<file path="config.mk">
export PLATFORM = sky130hd
export DESIGN_NAME = vrased_reset_seq
export DESIGN_NICKNAME = d
export VERILOG_FILES = /design/src/rtl/vrased_pkg.sv /design/src/rtl/vrased_prio_enc.sv /design/src/rtl/vrased_reset_seq.sv
export SDC_FILE = /design/constraint.sdc
export NUM_CORES = 1
export LEC_CHECK = 0
export ABC_AREA = 1
export CORE_MARGIN = 1
export CORE_UTILIZATION = 38
export DETAILED_ROUTE_END_ITERATION = 10
export PLACE_DENSITY = 0.75
export SLEW_MARGIN = 20
export SYNTH_ARGS = -nofsm -noshare
export SYNTH_HDL_FRONTEND = slang
export SYNTH_SLANG_ARGS = --single-unit
export TNS_END_PERCENT = 50
</file>
<file path="constraint.sdc">
create_clock -name clk -period 2.6 [get_ports clk]
set_clock_uncertainty 0.15 [all_clocks]
set_input_delay 0.52 -clock clk [delete_from_list [all_inputs] [get_ports clk]]
set_output_delay 0.52 -clock clk [all_outputs]
set_load 0.005 [all_outputs]
</file>
<file path="src/rtl/vrased_pkg.sv">
// Shared constants for the VRASED hardware-monitor reset sequencer.
package vrased_pkg;

  localparam logic [1:0] ST_IDLE    = 2'd0;
  localparam logic [1:0] ST_HOLD    = 2'd1;
  localparam logic [1:0] ST_WAIT_PC = 2'd2;

  localparam int unsigned SRC_XSTACK     = 0;
  localparam int unsigned SRC_AC         = 1;
  localparam int unsigned SRC_ATOM       = 2;
  localparam int unsigned SRC_DMA_AC     = 3;
  localparam int unsigned SRC_DMA_DET    = 4;
  localparam int unsigned SRC_DMA_XSTACK = 5;

  localparam logic [15:0] DEFAULT_RESET_HANDLER = 16'h0000;

endpackage

</file>
<file path="src/rtl/vrased_prio_enc.sv">
// Lowest-index-first priority encoder over the violation sources.
module vrased_prio_enc #(
  parameter int unsigned NUM_SRC = 6
) (
  input  logic [NUM_SRC-1:0] vec,
  output logic [2:0]         idx,
  output logic               valid
);

  always_comb begin
    idx   = '0;
    valid = |vec;
    // Scan downward so the lowest set index is the last one written.
    for (int unsigned i = NUM_SRC; i > 0; i--) begin
      if (vec[i-1]) idx = 3'(i - 1);
    end
  end

endmodule

</file>
<file path="src/rtl/vrased_reset_seq.sv">
// Stretches monitor violations into a registered core reset and keeps
// sticky cause / first-cause / episode-count / attestation-abort status.
module vrased_reset_seq
  import vrased_pkg::*;
#(
  parameter int unsigned NUM_SRC       = 6,
  parameter int unsigned RESET_CYCLES  = 4,
  parameter logic [15:0] RESET_HANDLER = DEFAULT_RESET_HANDLER
) (
  input  logic               clk,
  input  logic               reset_n,
  input  logic [NUM_SRC-1:0] viol_vec,
  input  logic [15:0]        pc,
  input  logic               swatt_exec,
  input  logic               cause_clr,
  output logic               reset_out,
  output logic               busy,
  output logic [NUM_SRC-1:0] cause,
  output logic [2:0]         first_cause,
  output logic               first_valid,
  output logic [7:0]         viol_count,
  output logic               attest_abort
);

  localparam logic [7:0] HOLD_LOAD = 8'(RESET_CYCLES - 1);

  logic [1:0] state;
  logic [7:0] hold_cnt;
  logic       any_viol;
  logic       start_ep;
  logic       do_clr;
  logic [2:0] enc_idx;
  logic       enc_valid;

  vrased_prio_enc #(.NUM_SRC(NUM_SRC)) u_prio_enc (
    .vec   (viol_vec),
    .idx   (enc_idx),
    .valid (enc_valid)
  );

  assign any_viol = |viol_vec;
  assign start_ep = any_viol && (state == ST_IDLE || state == ST_WAIT_PC);
  assign do_clr   = cause_clr && !any_viol && (state == ST_IDLE);
  assign busy     = (state != ST_IDLE);

  always_ff @(posedge clk or negedge reset_n) begin
    if (!reset_n) begin
      state     <= ST_IDLE;
      reset_out <= 1'b0;
      hold_cnt  <= '0;
    end else begin
      case (state)
        ST_IDLE, ST_WAIT_PC: begin
          if (any_viol) begin
            state     <= ST_HOLD;
            reset_out <= 1'b1;
            hold_cnt  <= HOLD_LOAD;
          end else if (state == ST_WAIT_PC && pc == RESET_HANDLER) begin
            state <= ST_IDLE;
          end
        end
        ST_HOLD: begin
          if (any_viol) begin
            hold_cnt <= HOLD_LOAD;
          end else if (hold_cnt == '0) begin
            state     <= ST_WAIT_PC;
            reset_out <= 1'b0;
          end else begin
            hold_cnt <= hold_cnt - 8'd1;
          end
        end
        default: begin
          state     <= ST_HOLD;
          reset_out <= 1'b1;
          hold_cnt  <= HOLD_LOAD;
        end
      endcase
    end
  end

  always_ff @(posedge clk or negedge reset_n) begin
    if (!reset_n) begin
      cause        <= '0;
      first_cause  <= '0;
      first_valid  <= 1'b0;
      viol_count   <= '0;
      attest_abort <= 1'b0;
    end else begin
      if (any_viol) cause <= cause | viol_vec;
      if (any_viol && swatt_exec) attest_abort <= 1'b1;
      if (start_ep) begin
        if (viol_count != 8'hFF) viol_count <= viol_count + 8'd1;
        if (!first_valid && enc_valid) begin
          first_cause <= enc_idx;
          first_valid <= 1'b1;
        end
      end
      // Clear is only reachable with no violation, so it never races a set.
      if (do_clr) begin
        cause        <= '0;
        first_cause  <= '0;
        first_valid  <= 1'b0;
        attest_abort <= 1'b0;
      end
    end
  end

endmodule

</file>
==> Word level (Yosys, flattened, before mapping) <==
Index checks and enable logic that the tools add are counted.
{ "word_totals": {"ff_bits": 30, "in_bits": 26, "out_inout_bits": 21, "word_cells": 72} }
{ "classes": {"add_sub_neg": 2, "eq_ne": 8, "mux": 29, "bitwise": 1, "n_reduce_logical": 24} }
{ "ops": {"columns": ["operator", "count"], "rows": [
  ["$mux 3", 9],
  ["$mux 8", 3],
  ["$logic_not 16->1", 1],
  ["$pmux 8 s2", 1],
  ["$mux 6", 2],
  ["$reduce_bool 2->1", 5],
  ["$add 8x1->8 const B", 1],
  ["$logic_not 8->1", 1],
  ["$mux 1", 8],
  ["$mux 2", 4],
  ["$ne 8x8->1 const B", 1],
  ["$sub 8x1->8 const B", 1],
  ["$logic_and 1x1->1", 6],
  ["$ne 2x2->1 const B", 3],
  ["$ne 3x3->1 const B", 2],
  ["$or 6x6->6", 1],
  ["$reduce_and 2->1", 3],
  ["$reduce_and 3->1", 2],
  ["$reduce_or 6->1", 1],
  ["$pmux 2 s2", 1],
  ["$eq 2x1->1 const B", 1],
  ["$eq 2x2->1 const B", 1],
  ["$logic_not 1->1", 2],
  ["$logic_not 2->1", 1],
  ["3 further kinds", 3]
]} }

==> Longest topological paths before layout <==
Gate-level depths: netlist of run 1.
{ "depth": {"depth_word": 9, "depth_mapped": 9, "mapped_depth_nobuf": 9} }

==> Modules after synthesis <==
Synthesis of run 1 repeated with hierarchy kept, for this count alone.
{ "hier_totals": {"cells_unflattened": 216, "hier_area_um2": 1675.4} }
{ "modules_own_cells": {"columns": ["module", "n_inst", "cells_each", "area_per_inst_um2", "seq_area_each_um2"], "rows": [
  ["vrased_reset_seq", 1, 201, 1602.8, 750.7],
  ["vrased_prio_enc", 1, 15, 72.6, 0.0]
]} }

==> Worst setup path after synthesis of run 1 <==
Ideal clock, no wire load.
{ "synth_timing": {"path_type": "reg-to-reg", "startpoint": "register viol_count[0]", "endpoint": "register viol_count[3]", "setup_ps": 130, "arrival_ps": 1174, "required_time_ps": 2320, "slack_ps": 1146, "stages_incl_launch_ff": 8, "n_path_buf": 0, "synth_period_minus_slack_ps": 1454, "path_cell_list": "dfrtp_1 ha_1 nand2_1 inv_1 nand3_1 nor2_1 nor2_2 o21ai_0"} }
{ "synth_between": {"elab_chain_cells": 2, "elab_cells_between_ends": 3, "classes_between": "add/sub (1); eq/ne (1); reduce/logical (1)"} }
{ "synth_lines": {"columns": ["element", "line_no", "text"], "rows": [
  ["start, declared", "vrased_reset_seq.sv:21", "output logic [7:0] viol_count,"],
  ["start signal, assigned", "vrased_reset_seq.sv:92", "if (viol_count != 8'hFF) viol_count <= viol_count + 8'd1;"],
  ["branches (longest 2 deep; another with $add 8x1->8)", null, null]
]} }
Parallel ways; which one is timed is not known.
A chain may end at the register's enable or synchronous reset.

==> Worst setup path in the final report of run 1 <==
{ "layout_timing": {"startpoint": "register state[0]", "endpoint": "output port busy"} }
{ "layout_between": {"elab_chain_cells": 1} }
{ "layout_lines": {"columns": ["element", "line_no", "text"], "rows": [
  ["start, declared", "vrased_reset_seq.sv:27", "logic [1:0] state;"],
  ["start signal, assigned", "vrased_reset_seq.sv:48", "state <= ST_IDLE;"],
  ["start signal, assigned", "vrased_reset_seq.sv:55", "state <= ST_HOLD;"],
  ["start signal, assigned", "vrased_reset_seq.sv:59", "state <= ST_IDLE;"],
  ["$reduce_bool 2->1", "vrased_reset_seq.sv:44", "assign busy = (state != ST_IDLE);"],
  ["end, declared", "vrased_reset_seq.sv:17", "output logic busy,"]
]} }
No other way between the ends.

==> results.cfg, run 1 <==
[final_layout]
fillCellCount = 404
final_core_util_pct = 53.6
num_antenna_cells = 0
drive_gt1_share_pct = 11.4
fin_nets = 311
area.growth.synth_to_final_pct = 35.8

[critical_path]
worst_setup_path_end_kind = output port
max_stage_delay_ps = 440
cp_top_family = buffers and inverters
crit_slowest_cell = clkdlybuf4s50_1
startpoint_type = flip-flop
critical_path_required_ps = 1930
rrSetupSlack_ps = 950
cp.arrival_ps = 1260
cp-endpoint = busy
timing.rr.start = viol_count[0]
crit_buf_inv = 2
cp_num_cells = 3
critPathKind = reg2out
setup.worst_path.start = state[0]
worstPathMaxFanout = 3
crit_chain = nor2_1 > inv_1 > clkdlybuf4s50_1
r2r_end = viol_count[7]
reg2regPathDepth = 7

[die]
die_h_um = 69.3
ios = 47
die_w_um = 69.3
initial_core_util_pct = 39.5
coreArea_mm2 = 0.00435
rows = 24
dieArea_mm2 = 0.00480

[detailed_routing]
wl_mm = 3.61
firstDrtPassIters = 4
drc = 0
viasPerCell = 4.70
wl_per_cell_um = 10.8
vias = 1564
drt_iter0_markers = 53
ant_nets = 0

[logic_synthesis]
synthDistinctLibCells = 26
synth_seq_cells = 30
synth_top_area_share_pct = 43.7
synth.area.top_cells = dfrtp_1 44%, nand2_1 15%, nor2_1 8.1%
synth_edf_count = 0
synth_area_leader_cell = dfrtp_1
synth-main-ff-cell = dfrtp_1
syn-num-nets = 257
ys_seq_area_share_pct = 43.7
synth.most_common_cell = nand2_1
yosysWarningCount = 0
avgSynthCellArea_um2 = 7.54
syn_inst = 228
syn-cell-area_mm2 = 0.00172
async_reset_ff_share_pct = 100
yosys-top-cells-count = 70 x nand2_1, 37 x nor2_1, 30 x dfrtp_1, 25 x inv_1, 16 x nand3_1

[clocking]
numCtsBuffers = 5
clock_sinks = 30
ctsHoldBuffers = 0
cts_tree = done
cts.clk_slew.worst_paths_ps = 60
clockBufferDepth = 2
cts.root.buffer_cell = clkbuf_8
cts_setup_buffers = 0
cts_resized = 0
clkLatencyLatePin_ps = 280
cts_max_level = 2

[global_route]
overflow = 0
grt_pass1_wl_mm = 6.61
grt_max_degree = 31
track_usage_pct = 17.0
antenna_found_initial = 0
first_global_vias = 1494

[sta]
maxSlewViolCount = 0
post-route-period-util_pct = 74.3
period_minus_slack_ps = 1930
max_freq_ghz = 0.518
tightest_slew_ps = 391
rsz0062_at_grt = false
maxSlewHeadroom_pct = 73.9
setup-tns-final_ps = 0
hold_viol_final = 0
finalSetupViolCount = 0

[pwr]
vdd_drop_max_v = 0.000231
p_leak_uw = 0.00117
power_density_mw_per_mm2 = 454

[status]
status = finished, final reports clean

[place]
place_congestion = 0.844
io_buffers = 46
detailed_place_hpwl_mm = 2.76

[job]
cap_violations = 0

[worst_hold_path]
min_path_type = reg2reg
==> cell families after synthesis <==
logic type | count (synthesis) | share of synthesized area, %
buffers and inverters | 29 | 6.33
DFF | 30 | 43.7
adders and majority gates | 3 | 2.18
AOI/OAI and AO/OA | 11 | 3.57
and+or+nand+nor | 150 | 41.7
xor gates and xnor gates | 5 | 2.55
==> worst register-to-register path: stages, from the launching register on <==
cell     delay, ps
dfrtp_1        420
ha_1           250
nand2_1        100
inv_1           60
nand3_1        100
nor2_1          60
nor2_2         260
o21ai_0        120
==> metrics by stage <==
step / setup WS [ps] / hold WS (ps) / area (um^2) / power (uW) / instances
finish: 668 / 357 / 2330 / 1060 / 333
global route: 608 / 375 / 2330 / 1120 / 333
CTS: 655 / 349 / 2330 / 1080 / 333
detailed placement: 497 / 334 / 2250 / 705 / 327
global placement: 541 / 335 / 2250 / 700 / 327
floorplan: 1150 / 74.4 / 1720 / 597 / 228
==> area by class of cell <==
type                    count  area (um^2)  share of cell area, %
flip-flops and latches     30          751                   32.2
inverters                  29          109                   4.66
multi-input cells         169          860                   36.8
repair buffers             47          468                   20.0
clock buffers               6         82.6                   3.54
well taps                  52         65.1                   2.79
==> report_power, final <==
part	total [uW]	internal [uW]	switching [uW]	leakage (uW)
clock network	365	203	161	0.0000431
logic	179	98.6	80.8	0.000778
registers	517	492	24.4	0.000347
==> routing by layer <==
metal  GRT usage (%)  part of all wire [%]
met5               0                     0
met4            5.44                   1.3
met3            4.80                   5.0
met2            27.2                    47
met1            22.3                    47
==> cell usage in the layout, fill, tap and decap left out, drive strengths merged, types with 2 or more instances in the layout <==
| master | Yosys | final |
|---|---|---|
| clkbuf | 0 | 6 |
| clkdlybuf4s50 | 0 | 46 |
| dfrtp | 30 | 30 |
| ha | 3 | 3 |
| inv | 29 | 29 |
| nand2 | 78 | 78 |
| nand3 | 17 | 17 |
| nand4 | 4 | 4 |
| nor2 | 46 | 46 |
| o21ai | 8 | 8 |
| or2 | 2 | 2 |
| xnor2 | 3 | 3 |
| xor2 | 2 | 2 |
==> state kept, by name, summed over array words and instances, names as in the netlist <==
register,count
attest_abort,1
cause,6
first_cause,3
first_valid,1
hold_cnt,8
reset_out,1
state,2
viol_count,8
==> worst min-delay path by stage <==
stage / from / endpoint / slack [ps] / cells after the start
finish: reset_out / reset_out / 360 / 2
global route: reset_out / reset_out / 370 / 2
CTS: reset_out / reset_out / 350 / 2
detailed placement: reset_out / reset_out / 330 / 2
global placement: reset_out / reset_out / 330 / 2
floorplan: reset_n / attest_abort / 70 / 0
No activity file was read; power rests on OpenSTA's default activity.
==> inputs of run 2 (changes only) <==
- clock period: 2.6 -> 2 ns (I/O delays scaled with it)
==> results.cfg, run 2 (synthesis gave the netlist of run 1 again) <==
[place]
detailed_place_hpwl_mm = 2.75
post-place-cells = 329
io_buffers = 46
place_congestion = 0.828

[critical_path]
cp_num_cells = 3
critPathKind = reg2out
reg2regPathDepth = 7
rrSetupSlack_ps = 380
startpoint_type = flip-flop
cp.arrival_ps = 1260
setup.worst_path.start = state[0]
timing.rr.start = viol_count[0]
cp-endpoint = busy
cp_top_family = buffers and inverters
worst_setup_path_end_kind = output port
max_stage_delay_ps = 440
critical_path_required_ps = 1450
r2r_end = viol_count[3]
worstPathMaxFanout = 3
crit_buf_inv = 2
crit_slowest_cell = clkdlybuf4s50_1
crit_chain = nor2_1 > inv_1 > clkdlybuf4s50_1

[detailed_routing]
viasPerCell = 4.57
drt_iter0_markers = 62
wl_per_cell_um = 10.4
drc = 0
wl_mm = 3.52
ant_nets = 0
firstDrtPassIters = 6
vias = 1539

[sta]
setup-tns-final_ps = 0
maxSlewViolCount = 0
period_minus_slack_ps = 1810
max_freq_ghz = 0.553
hold_viol_final = 0
finalSetupViolCount = 0
maxSlewHeadroom_pct = 73.7
rsz0062_at_grt = false
tightest_slew_ps = 395
post-route-period-util_pct = 90.4

[die]
ios = 47
dieArea_mm2 = 0.00480
die_w_um = 69.3
initial_core_util_pct = 39.5
die_h_um = 69.3
coreArea_mm2 = 0.00435
rows = 24

[final_layout]
num_antenna_cells = 0
fin_nets = 313
instances_no_fill = 337
reg_top3 = hold_cnt: 8 flops, viol_count: 8 flops, cause: 6 flops
final_common_cell = nand2_1
fillCellCount = 426
area.growth.synth_to_final_pct = 37.2
drive_gt1_share_pct = 12.3
layout_common_cells = 70 x nand2_1, 46 x clkdlybuf4s50_1, 37 x nor2_1

[global_route]
grt_max_degree = 31
first_global_vias = 1514
track_usage_pct = 16.4
overflow = 0
grt_pass1_wl_mm = 6.40
antenna_found_initial = 0

[pwr]
power_density_mw_per_mm2 = 595
p_leak_uw = 0.00118
vdd_drop_max_v = 0.000397

[worst_hold_path]
min_path_type = reg2reg

[clocking]
cts_tree = done
cts_max_level = 2
clock_sinks = 30
clockBufferDepth = 2
cts.clk_slew.worst_paths_ps = 60
cts_resized = 0
ctsHoldBuffers = 0
clkLatencyLatePin_ps = 280
cts_setup_buffers = 0
cts.root.buffer_cell = clkbuf_8
numCtsBuffers = 5

[job]
cap_violations = 0

[status]
status = finished, final reports clean
==> run 2: final cells by class <==
type                            instances  area (um^2)  share of cell area [%]
Clock buffer                            7         86.3                    3.66
Clock inverter                          1         5.00                   0.212
Inverter                               29          109                    4.62
Multi-Input combinational cell        169          860                    36.4
Sequential cell                        30          751                    31.8
Tap cell                               52         65.1                    2.76
Timing Repair Buffer                   49          483                    20.5
==> run 2: worst reg2reg max path: cells and delay by family (launching register included) <==
| kind | cells | cell delay [ps] |
|---|---|---|
| adders and majority gates | 1 | 240 |
| AOI/OAI and AO/OA | 1 | 120 |
| buffers and inverters | 1 | 60 |
| and+or+nand+nor | 4 | 500 |
| DFF | 1 | 420 |
==> run 2: metrics by stage <==
step | setup WS, ps | instance area, um^2 | util [%] | power (uW) | hold slack (ps)
final | 193 | 2360 | 54.2 | 1400 | 354
after global placement | 65.4 | 2270 | 52.1 | 913 | 336
after global routing | 133 | 2360 | 54.2 | 1480 | 370
after CTS | 182 | 2360 | 54.2 | 1430 | 354
after floorplan | 546 | 1720 | - | 776 | -45.6
after detailed placement | 6.08 | 2270 | 52.1 | 918 | 337
==> run 2: worst min-delay path by stage <==
| stage | end | cells after the start | startpoint | slack [ps] |
|---|---|---|---|---|
| after floorplan | attest_abort | 0 | reset_n | -50 |
| after global placement | reset_out | 2 | reset_out | 340 |
| after detailed placement | reset_out | 2 | reset_out | 340 |
| after CTS | reset_out | 2 | reset_out | 350 |
| after global routing | reset_out | 2 | reset_out | 370 |
| final | reset_out | 2 | reset_out | 350 |
==> run 2: power by group <==
group | leakage, uW | internal [uW] | switching, uW | total, uW
clock network | 0.0000482 | 277 | 221 | 499
registers | 0.000347 | 640 | 31.6 | 671
logic | 0.000788 | 131 | 103 | 234
==> run 2: per-layer routing <==
layer  global-route usage (%)  vias to the layer above  wire (um)
li1                         -                      813          -
met2                     28.3                       34       1660
met3                     4.51                        3        180
met5                        0                        -          0
met4                     4.08                        0         18
met1                     20.3                      689       1650
==> inputs of run 3 (changes only) <==
==> constraint.sdc (replaced) <==
create_clock -name clk -period 2.3 [get_ports clk]
set_clock_uncertainty 0.15 [all_clocks]
set_input_delay 0.23 -clock clk [delete_from_list [all_inputs] [get_ports clk]]
set_output_delay 0.23 -clock clk [all_outputs]
set_load 0.005 [all_outputs]
==> results of run 3 <==
Same layout as run 1 (identical final DEF). Status: finished, final reports clean.
Main changes from that run: setup slack after placement 497 ps -> 487 ps; setup slack after layout 668 ps -> 653 ps; hold slack 357 ps -> 191 ps; start point of the critical path state[0] -> viol_count[0]; end point of the critical path busy -> viol_count[7]; register-to-register setup slack 950 ps -> 650 ps; total power 1060 uW -> 1200 uW; worst IR drop on VDD 0.000231 V -> 0.000261 V
